===== config.mk =====
export PLATFORM = sky130hd
export DESIGN_NAME = tilt_ctrl_flat
export DESIGN_NICKNAME = d
export VERILOG_FILES = /design/src/rtl/doodle_pkg.sv /design/src/rtl/tilt_ctrl_if.sv /design/src/rtl/tilt_avg4.sv /design/src/rtl/tilt_ctrl.sv /design/src/flat_wrapper.sv
export SDC_FILE = /design/constraint.sdc
export NUM_CORES = 1
export LEC_CHECK = 0
export ABC_AREA = 0
export CAP_MARGIN = 20
export CORE_MARGIN = 5
export CORE_UTILIZATION = 39
export DETAILED_ROUTE_END_ITERATION = 7
export HOLD_SLACK_MARGIN = 0.1
export PLACE_DENSITY = 0.6
export SLEW_MARGIN = 10
export SYNTH_ARGS = -nofsm -noshare
export SYNTH_HDL_FRONTEND = slang
export SYNTH_SLANG_ARGS = --single-unit

===== constraint.sdc =====
create_clock -name Clk -period 3.55 [get_ports Clk]
set_clock_uncertainty 0.2 [all_clocks]
set_input_delay 0.71 -clock Clk [delete_from_list [all_inputs] [get_ports Clk]]
set_output_delay 0.71 -clock Clk [all_outputs]
set_load 0.03 [all_outputs]

===== src/rtl/doodle_pkg.sv =====
// Shared types and constants for the doodle game tilt conditioning path.
package doodle_pkg;

    typedef enum logic [1:0] {
        CENTER = 2'b00,
        LEFT   = 2'b01,
        RIGHT  = 2'b10
    } tilt_state_e;

    // X axis field inside the raw spi_master word
    localparam int ACL_X_MSB = 9;
    localparam int ACL_X_LSB = 5;
    localparam int ACL_W     = 15;

    // |v| for a 5-bit signed value; -16 has no positive twin and clips to 15
    function automatic logic [3:0] sat_mag(input logic signed [4:0] v);
        if (v == 5'sb10000) begin
            return 4'hF;
        end
        return v[4] ? 4'(~v[3:0] + 4'd1) : v[3:0];
    endfunction

endpackage


===== src/rtl/tilt_ctrl_if.sv =====
// Accelerometer input and game-facing tilt outputs bundled for tilt_ctrl.
interface tilt_ctrl_if;
    import doodle_pkg::*;

    logic [ACL_W-1:0] acl_data;
    logic             enable;
    logic             left;
    logic             right;
    logic [3:0]       tilt_intensity;
    logic [3:0]       left_leds;
    logic [3:0]       right_leds;
    logic             sample_tick;

    modport master (
        output acl_data, enable,
        input  left, right, tilt_intensity, left_leds, right_leds, sample_tick
    );

    modport slave (
        input  acl_data, enable,
        output left, right, tilt_intensity, left_leds, right_leds, sample_tick
    );

endinterface


===== src/rtl/tilt_avg4.sv =====
// Four-sample moving average of the X axis with a saturated magnitude.
// The average register already includes the sample shifted in on the tick,
// so avg_o is valid (avg_vld_o high) the cycle right after the tick.
module tilt_avg4
    import doodle_pkg::*;
(
    input  logic              clk_i,
    input  logic              rst_i,
    input  logic              tick_i,
    input  logic              clear_i,
    input  logic signed [4:0] x_i,
    output logic signed [4:0] avg_o,
    output logic [3:0]        mag_o,
    output logic              avg_vld_o
);

    logic signed [4:0] s0_q, s1_q, s2_q, s3_q;
    logic signed [4:0] avg_q, avg_d;
    logic              vld_q;
    logic signed [6:0] sum_d;

    // Sum the incoming sample with the three newest held ones; dropping the two
    // LSBs of a two's complement sum is floor division by four
    always_comb begin
        sum_d = 7'(x_i) + 7'(s0_q) + 7'(s1_q) + 7'(s2_q);
        avg_d = sum_d[6:2];
    end

    // Window shift and average capture; disable wipes the history
    always_ff @(posedge clk_i) begin
        if (rst_i || clear_i) begin
            s0_q  <= '0;
            s1_q  <= '0;
            s2_q  <= '0;
            s3_q  <= '0;
            avg_q <= '0;
            vld_q <= 1'b0;
        end else if (tick_i) begin
            s0_q  <= x_i;
            s1_q  <= s0_q;
            s2_q  <= s1_q;
            s3_q  <= s2_q;
            avg_q <= avg_d;
            vld_q <= 1'b1;
        end else begin
            vld_q <= 1'b0;
        end
    end

    assign avg_o     = avg_q;
    assign mag_o     = sat_mag(avg_q);
    assign avg_vld_o = vld_q;

endmodule


===== src/rtl/tilt_ctrl.sv =====
// Turns the raw accelerometer X reading into debounced left/right commands,
// a tilt intensity and LED patterns for the doodle game.
module tilt_ctrl
    import doodle_pkg::*;
#(
    parameter int SAMPLE_DIV = 16,
    parameter int ENTER_TH   = 2,
    parameter int EXIT_TH    = 1
)
(
    input  logic        Clk,
    input  logic        Reset,
    tilt_ctrl_if.slave  bus
);

    localparam int              CW        = (SAMPLE_DIV > 1) ? $clog2(SAMPLE_DIV) : 1;
    localparam logic [CW-1:0]   CNT_LAST  = CW'(SAMPLE_DIV - 1);
    localparam logic signed [4:0] ENTER_P = 5'(ENTER_TH);
    localparam logic signed [4:0] ENTER_N = 5'(-ENTER_TH);
    localparam logic signed [4:0] EXIT_P  = 5'(EXIT_TH);
    localparam logic signed [4:0] EXIT_N  = 5'(-EXIT_TH);

    logic [CW-1:0]     cnt_q;
    logic              tick;
    logic signed [4:0] avg;
    logic [3:0]        mag;
    logic              avg_vld;

    tilt_state_e state_q, state_d;
    logic        left_q, left_d;
    logic        right_q, right_d;
    logic [3:0]  inten_q, inten_d;
    logic [3:0]  lleds_q, lleds_d;
    logic [3:0]  rleds_q, rleds_d;

    assign tick = (cnt_q == CNT_LAST);

    // Free-running sample divider, keeps counting even while the game is idle
    always_ff @(posedge Clk) begin
        if (Reset) begin
            cnt_q <= '0;
        end else if (tick) begin
            cnt_q <= '0;
        end else begin
            cnt_q <= cnt_q + CW'(1);
        end
    end

    tilt_avg4 u_avg (
        .clk_i     (Clk),
        .rst_i     (Reset),
        .tick_i    (tick),
        .clear_i   (!bus.enable),
        .x_i       (bus.acl_data[ACL_X_MSB:ACL_X_LSB]),
        .avg_o     (avg),
        .mag_o     (mag),
        .avg_vld_o (avg_vld)
    );

    // Hysteresis decision and next output values, evaluated only on fresh averages
    always_comb begin
        state_d = state_q;
        left_d  = left_q;
        right_d = right_q;
        inten_d = inten_q;
        lleds_d = lleds_q;
        rleds_d = rleds_q;
        if (!bus.enable) begin
            state_d = CENTER;
            left_d  = 1'b0;
            right_d = 1'b0;
            inten_d = '0;
            lleds_d = '0;
            rleds_d = '0;
        end else if (avg_vld) begin
            unique case (state_q)
                CENTER: begin
                    if (avg <= ENTER_N)      state_d = RIGHT;
                    else if (avg >= ENTER_P) state_d = LEFT;
                end
                RIGHT: begin
                    if (avg >= ENTER_P)      state_d = LEFT;
                    else if (avg > EXIT_N)   state_d = CENTER;
                end
                LEFT: begin
                    if (avg <= ENTER_N)      state_d = RIGHT;
                    else if (avg < EXIT_P)   state_d = CENTER;
                end
                default: state_d = CENTER;
            endcase
            left_d  = (state_d == LEFT);
            right_d = (state_d == RIGHT);
            inten_d = mag;
            lleds_d = (state_d == LEFT)  ? mag : 4'd0;
            rleds_d = (state_d == RIGHT) ? mag : 4'd0;
        end
    end

    // State and registered outputs
    always_ff @(posedge Clk) begin
        if (Reset) begin
            state_q <= CENTER;
            left_q  <= 1'b0;
            right_q <= 1'b0;
            inten_q <= '0;
            lleds_q <= '0;
            rleds_q <= '0;
        end else begin
            state_q <= state_d;
            left_q  <= left_d;
            right_q <= right_d;
            inten_q <= inten_d;
            lleds_q <= lleds_d;
            rleds_q <= rleds_d;
        end
    end

    assign bus.left           = left_q;
    assign bus.right          = right_q;
    assign bus.tilt_intensity = inten_q;
    assign bus.left_leds      = lleds_q;
    assign bus.right_leds     = rleds_q;
    assign bus.sample_tick    = tick;

endmodule

===== src/flat_wrapper.sv =====
// flat-port wrapper written by rule: the top's interface ports become plain ports
module tilt_ctrl_flat import doodle_pkg::*;
#(
    parameter int SAMPLE_DIV = 16,
    parameter int ENTER_TH   = 2,
    parameter int EXIT_TH    = 1
)
  (Clk, Reset, bus_acl_data, bus_enable, bus_left, bus_right, bus_tilt_intensity, bus_left_leds, bus_right_leds, bus_sample_tick);
  tilt_ctrl_if bus_i ();
  input  logic Clk;
  input  logic Reset;
  input wire logic [$bits(bus_i.acl_data)-1:0] bus_acl_data;
  input wire logic [$bits(bus_i.enable)-1:0] bus_enable;
  output wire logic [$bits(bus_i.left)-1:0] bus_left;
  output wire logic [$bits(bus_i.right)-1:0] bus_right;
  output wire logic [$bits(bus_i.tilt_intensity)-1:0] bus_tilt_intensity;
  output wire logic [$bits(bus_i.left_leds)-1:0] bus_left_leds;
  output wire logic [$bits(bus_i.right_leds)-1:0] bus_right_leds;
  output wire logic [$bits(bus_i.sample_tick)-1:0] bus_sample_tick;
  assign bus_i.acl_data = bus_acl_data;
  assign bus_i.enable = bus_enable;
  assign bus_left = bus_i.left;
  assign bus_right = bus_i.right;
  assign bus_tilt_intensity = bus_i.tilt_intensity;
  assign bus_left_leds = bus_i.left_leds;
  assign bus_right_leds = bus_i.right_leds;
  assign bus_sample_tick = bus_i.sample_tick;
  tilt_ctrl #(.SAMPLE_DIV(SAMPLE_DIV), .ENTER_TH(ENTER_TH), .EXIT_TH(EXIT_TH)) u_core (.Clk(Clk), .Reset(Reset), .bus(bus_i));
endmodule

==> results of run 1 <==
## power groups by stage
stage          combinational [uW]  clock (uW)  sequential, uW
2_1_floorplan                24.5           0             476
3_3_place_gp                 40.9           0             476
3_5_place_dp                 41.6           0             476
4_1_cts                      41.7         371             465
5_1_grt                      46.7         394             466
6_report                     40.6         356             466
## sequential cells by signal (all words and copies together), names as in the netlist
register / count
u_core.bus.left: 1
u_core.u_avg.s0_q: 5
u_core.cnt_q: 4
u_core.u_avg.s1_q: 5
u_core.u_avg.avg_o: 5
u_core.bus.left_leds: 4
u_core.state_q: 2
u_core.u_avg.s2_q: 5
u_core.bus.right: 1
u_core.bus.right_leds: 4
u_core.bus.tilt_intensity: 4
u_core.u_avg.avg_vld_o: 1
## layout by cell type, fill, tap and decap left out, types with 2 or more instances in the layout
master and instances:
a21o_1 2, nand3_1 4, clkbuf_8 5, nor4_1 4, ha_1 8, a21oi_1 29
buf_4 6, nand2_1 42, dfxtp_1 41, or4_1 2, nand4_1 3, nor3_1 6
nand4b_1 2, xor2_1 2, nor2_1 21, o21ai_0 4, o21ai_2 2, fa_1 11
inv_1 24, clkdlybuf4s50_1 22
## metrics by stage
stage	TNS [ns]	setup WS [ns]	cells	total power (uW)
6_report	0	0.179	332	862
5_1_grt	0	0.0356	332	907
4_1_cts	0	0.173	332	878
3_5_place_dp	-0.356	-0.133	325	518
3_3_place_gp	-0.281	-0.116	325	517
2_1_floorplan	0	0.440	237	500
## layout make-up
| type | instances | area [um2] |
|---|---|---|
| Clock inverter | 2 | 35.0 |
| Tap cell | 70 | 87.6 |
| Inverter | 25 | 93.8 |
| Fill cell | 548 | 2630 |
| Sequential cell | 41 | 821 |
| Multi-Input combinational cell | 161 | 1070 |
| Timing Repair Buffer | 28 | 265 |
| Clock buffer | 5 | 68.8 |
## cells in the mapped netlist, types with 3 or more instances
cell	count
nand2_1	42
dfxtp_1	41
a21oi_1	29
inv_1	24
nor2_1	21
fa_1	11
ha_1	8
nor3_1	6
clkbuf_1	5
buf_2	4
nand3_1	4
nor4_1	4
o21ai_0	4
nand4_1	3
## per-layer routing
metal | track usage (%) | vias up
li1 | - | 835
met2 | 20.7 | 28
met5 | 0 | -
met4 | 3.82 | 0
met1 | 15.4 | 720
met3 | 3.36 | 4
## cell families after synthesis
family | Yosys count | synth area share (%)
buffers and inverters | 35 | 7.06
XOR/XNOR | 3 | 1.29
flip-flops | 41 | 40.3
AND/OR/NAND/NOR | 91 | 21.3
AO/OA/AOI/OAI | 48 | 14.3
adder cells (fa/ha/maj) | 19 | 15.7
## worst register-to-register path: cells and delay by family (launching register included)
| family | cells | cell delay [ns] |
|---|---|---|
| compound gates | 2 | 0.19 |
| fa+ha+maj | 3 | 1.24 |
| buf+inv | 2 | 0.11 |
| flops | 1 | 0.35 |
| simple gates | 4 | 0.64 |
## final timing paths
path                              from                     to  slack, ns  depth (start not counted)
setup reg to reg  u_core.u_avg.s0_q[1]  u_core.u_avg.avg_o[3]       0.75                         11
hold / removal    u_core.u_avg.s2_q[2]   u_core.u_avg.s2_q[2]       0.26                          2
hold reg to reg   u_core.u_avg.s2_q[2]   u_core.u_avg.s2_q[2]       0.26                          2
setup / recovery       bus_acl_data[6]  u_core.u_avg.avg_o[3]       0.18                         12
==> flow_summary.toml, run 1 <==
[power_and_ir_drop]
irDropWorstVdd_mv = 0.247
intPower_uw = 686
pwr-share-seq_pct = 54.0
p_leak_uw = 0.000887
p_per_area_mw_per_mm2 = 353
power_switching_uw = 177
power.share.switching_pct = 20.5
clkPwrFrac_pct = 41.3
combinationalPowerShare_pct = 4.7

[floorplan]
num_rows = 26
die_area_mm2 = 0.00677
ioPinCount = 33
die_h_um = 82.3
die_x_um = 82.3
start_util_pct = 40.1
coreArea_mm2 = 0.00507

[yosys]
ys_warn_count = 0
synth_fp_nets = 274
synth-edff-count = 0
synth-main-ff-cell = "dfxtp_1"
synth_area_leader_cell = "dfxtp_1"
async_flop_share_pct = 0
avgSynthCellArea_um2 = 8.59
synth_area_mm2 = 0.00204
synth.distinct_cells = 40
yosysTopAreaCellShare_pct = 40.3
synth_cells = 237
ys_ff_latch = 41
yosysSeqAreaShare_pct = 40.3
netlist_top_cells_area = "dfxtp_1 40%, fa_1 11%, nand2_1 7.7%"

[clocking]
clock_path_buffers = 2
ctsHoldBuffers = 0
cts_resized = 0
clkTransAtPathRegs_ns = 0.07
cts_tree = "done"
cts_sinks = 41
cts_made_buffers = 5
cts_root_buf = "clkbuf_8"
clk_latency_ns = 0.28
cts_setup_buffers = 0
htreeDepth = 2

[timing]
tightest_slew_ns = 0.794
maxSlewHeadroom_pct = 47.0
drv_slew = 0
fmax_mhz = 297
finalCritPeriodShare_pct = 95.0
final_hold_viol_count = 0
fin_crit_ns = 3.37
setup_viol = 0
holdWs_ns = 0.259
rsz0062_at_grt = "false"

[detailed_routing]
dr.pass1.iters = 4
met2_wirelength_um = 1750
drtIter0Drc = 54
wl_per_cell_um = 11.2
wl_met1_um = 1760
vias = 1587
drc = 0
drtAntennaViolNets = 0
avgViaCountPerCell = 4.78
wl_um = 3720
maxUsedRoutingLayer = "met4"
met3_length_um = 173

[critical_path]
cp_slowest_cell = "fa_1"
start_kind = "input pin"
worstPathMaxFanout = 2
worst-path-buf-inv = 3
crit_top_cell = "fa_1"
cp-end-kind = "flop"
worst_ep_required_time_ns = 3.58
cp_slowest_stage_delay_ns = 0.55
critPathKind = "input pin to flop"
cp.arrival_ns = 3.40
crit_chain = "clkdlybuf4s50_1 > inv_1 > fa_1 > inv_1 > fa_1 > nand2_1 > nor2_1 > fa_1 > a21o_1 > a21oi_1 > or4_1 > nand3_1"
path_delay_family = "adder cells"

[grt]
grt_usage_pct = 12.4
grt_max_degree = 27
overflow = 0
grt_pass1_vias = 1498
antenna_found_initial = 0
grt_first_pass_wirelength_um = 6590

[place]
hpwl_um = 2670
port_buffers = 22
post_dp_cell_area_mm2 = 0.00234
gp_congestion = 0.740

[final_layout]
finish.utilization_pct = 48.2
layout-drive-gt1-share_pct = 7.25
stdcell_area_mm2 = 0.00244
nets = 299
num_antenna_cells = 0
syn2layout_area_growth_pct = 20.0

[run]
maxCapViolCount = 0

[outcome]
outcome = "finished clean"

[worst_hold_path]
worstHoldPathType = "flop to flop"
Power figures use the tool's default switching activity.
==> run 2, diff against run 1 <==
--- a/config.mk
+++ b/config.mk
@@ -13,4 +13,5 @@
 export HOLD_SLACK_MARGIN = 0.1
 export PLACE_DENSITY = 0.6
+export SETUP_SLACK_MARGIN = 0.4
 export SLEW_MARGIN = 10
 export SYNTH_ARGS = -nofsm -noshare
==> constraint.sdc (replaced) <==
create_clock -name Clk -period 3.55 [get_ports Clk]
set_clock_uncertainty 0.2 [all_clocks]
set_input_delay 0.5325 -clock Clk [delete_from_list [all_inputs] [get_ports Clk]]
set_output_delay 0.5325 -clock Clk [all_outputs]
set_load 0.03 [all_outputs]
==> run 2 against run 1 <==
  * Non-clock buffer count stayed put
  * Sequential power about the same
  * Via count up 3.3%
  * Clock power grew 6.7%
  * Utilization grew 0.79 points
  * Register-to-register slack is essentially flat
  * Highest routed layer unchanged
==> flow_summary.toml, run 2 (synthesized netlist as in run 1, its figures left out) <==
[place]
port_buffers = 22
pre_cts_ws_ns = -0.00940
hpwl_um = 2690
gp_congestion = 0.718

[final_layout]
nets = 299
num_antenna_cells = 0
layout-drive-gt1-share_pct = 10.3
syn2layout_area_growth_pct = 21.9
final_common_cell = "nand2_1"
mostFrequentLayoutCells = "42 x nand2_1, 41 x dfxtp_1, 28 x a21oi_1"

[timing]
tightest_slew_ns = 0.809
final_hold_viol_count = 0
finalCritPeriodShare_pct = 85.1
holdWs_ns = 0.258
rsz0062_at_grt = "false"
maxSlewHeadroom_pct = 46.0
drv_slew = 0
setup_viol = 0
tns_ns = 0
layout_setup_ws_ns = 0.527
fmax_mhz = 331
fin_crit_ns = 3.02

[worst_hold_path]
min_from = "u_core.u_avg.s2_q[2]"
holdPathStages = 2
hold_end = "u_core.u_avg.s2_q[2]"
worstHoldPathType = "flop to flop"

[detailed_routing]
drc = 0
drtAntennaViolNets = 0
dr.pass1.iters = 4
avgViaCountPerCell = 4.92
wl_per_cell_um = 11.8
wl_um = 3920
vias = 1639
drtIter0Drc = 47

[floorplan]
start_util_pct = 40.1
ioPinCount = 33
die_h_um = 82.3
num_rows = 26
die_x_um = 82.3
coreArea_mm2 = 0.00507
die_area_mm2 = 0.00677

[clocking]
cts_sinks = 41
cts_tree = "done"
cts_made_buffers = 5
cts_root_buf = "clkbuf_8"
clkTransAtPathRegs_ns = 0.08
clock_path_buffers = 2
htreeDepth = 2
clk_latency_ns = 0.29
ctsHoldBuffers = 0

[power_and_ir_drop]
finalPower_uw = 886
p_leak_uw = 0.000892
p_per_area_mw_per_mm2 = 357
irDropWorstVdd_mv = 0.304

[grt]
grt_max_degree = 28
grt_pass1_vias = 1556
grt_first_pass_wirelength_um = 6800
overflow = 0
antenna_found_initial = 0
grt_usage_pct = 12.9

[critical_path]
worst_ep_required_time_ns = 3.59
r2r_start = "u_core.u_avg.s0_q[1]"
worstPathMaxFanout = 2
cp_slowest_stage_delay_ns = 0.48
cp_slowest_cell = "clkdlybuf4s50_1"
crit_chain = "clkdlybuf4s50_1 > inv_1 > fa_1 > inv_1 > fa_1 > nand2_1 > nor2_2 > fa_2 > a21o_1 > a21oi_1 > nand4_1 > nand3_1"
worst-path-buf-inv = 3
critPathKind = "input pin to flop"
reg2reg_depth = 11
cp.arrival_ns = 3.06
r2r-end = "u_core.u_avg.avg_o[3]"
start_kind = "input pin"
path_delay_family = "adder cells"
rrSetupSlack_ns = 0.74
cp-end-kind = "flop"

[run]
maxCapViolCount = 0

[outcome]
outcome = "finished clean"
## run 2: where the power goes
group	internal, uW	total, uW	switching (uW)
Sequential	462	465	3.12
Clock	210	380	169
Combinational	18.3	40.7	22.4
## run 2: worst max-delay path by stage
| stage | cells after the start | start | end | slack [ns] |
|---|---|---|---|---|
| after floorplan | 7 | bus_acl_data[9] | u_core.u_avg.avg_o[3] | 0.62 |
| after global placement | 12 | bus_acl_data[6] | u_core.u_avg.avg_o[3] | 0.04 |
| after detailed placement | 12 | bus_acl_data[6] | u_core.u_avg.avg_o[3] | -0.009 |
| after CTS | 8 | bus_acl_data[9] | u_core.u_avg.avg_o[3] | 0.41 |
| after global routing | 12 | bus_acl_data[5] | u_core.u_avg.avg_o[3] | 0.41 |
| final | 12 | bus_acl_data[5] | u_core.u_avg.avg_o[3] | 0.53 |
## run 2: through the flow
stage	instance area [um2]	util [%]	instances
2_1_floorplan	2040	-	237
3_5_place_dp	2320	45.8	323
3_3_place_gp	2320	45.8	323
6_report	2480	48.9	333
5_1_grt	2480	48.9	333
4_1_cts	2450	48.3	332
## run 2: worst min-delay path: stages, from the launching register on
cell	delay (ns)
dfxtp_1	0.31
nand2_1	0.05
a21oi_1	0.05
## run 2: layout make-up
type	count	area [um2]
Clock buffer	5	68.8
Clock inverter	3	46.3
Inverter	25	93.8
Tap cell	70	87.6
Timing Repair Buffer	28	267
Multi-Input combinational cell	161	1100
Sequential cell	41	821
Fill cell	517	2590
## run 2: what timing repair did
action,CTS,global route
pin swaps,5,6
buffers inserted,1,1
gates resized for setup,4,5
endpoints found under the setup margin,2,3
endpoints found under the hold margin,0,0
## run 2: metal layers
metal	share of wire, %	global-route usage [%]	vias up	wire, um
met5	0	0	-	0
met4	1.3	4.98	0	51
met3	5.1	3.47	4	200
met2	47	21.7	40	1840
met1	47	15.5	755	1830
li1	-	-	840	-
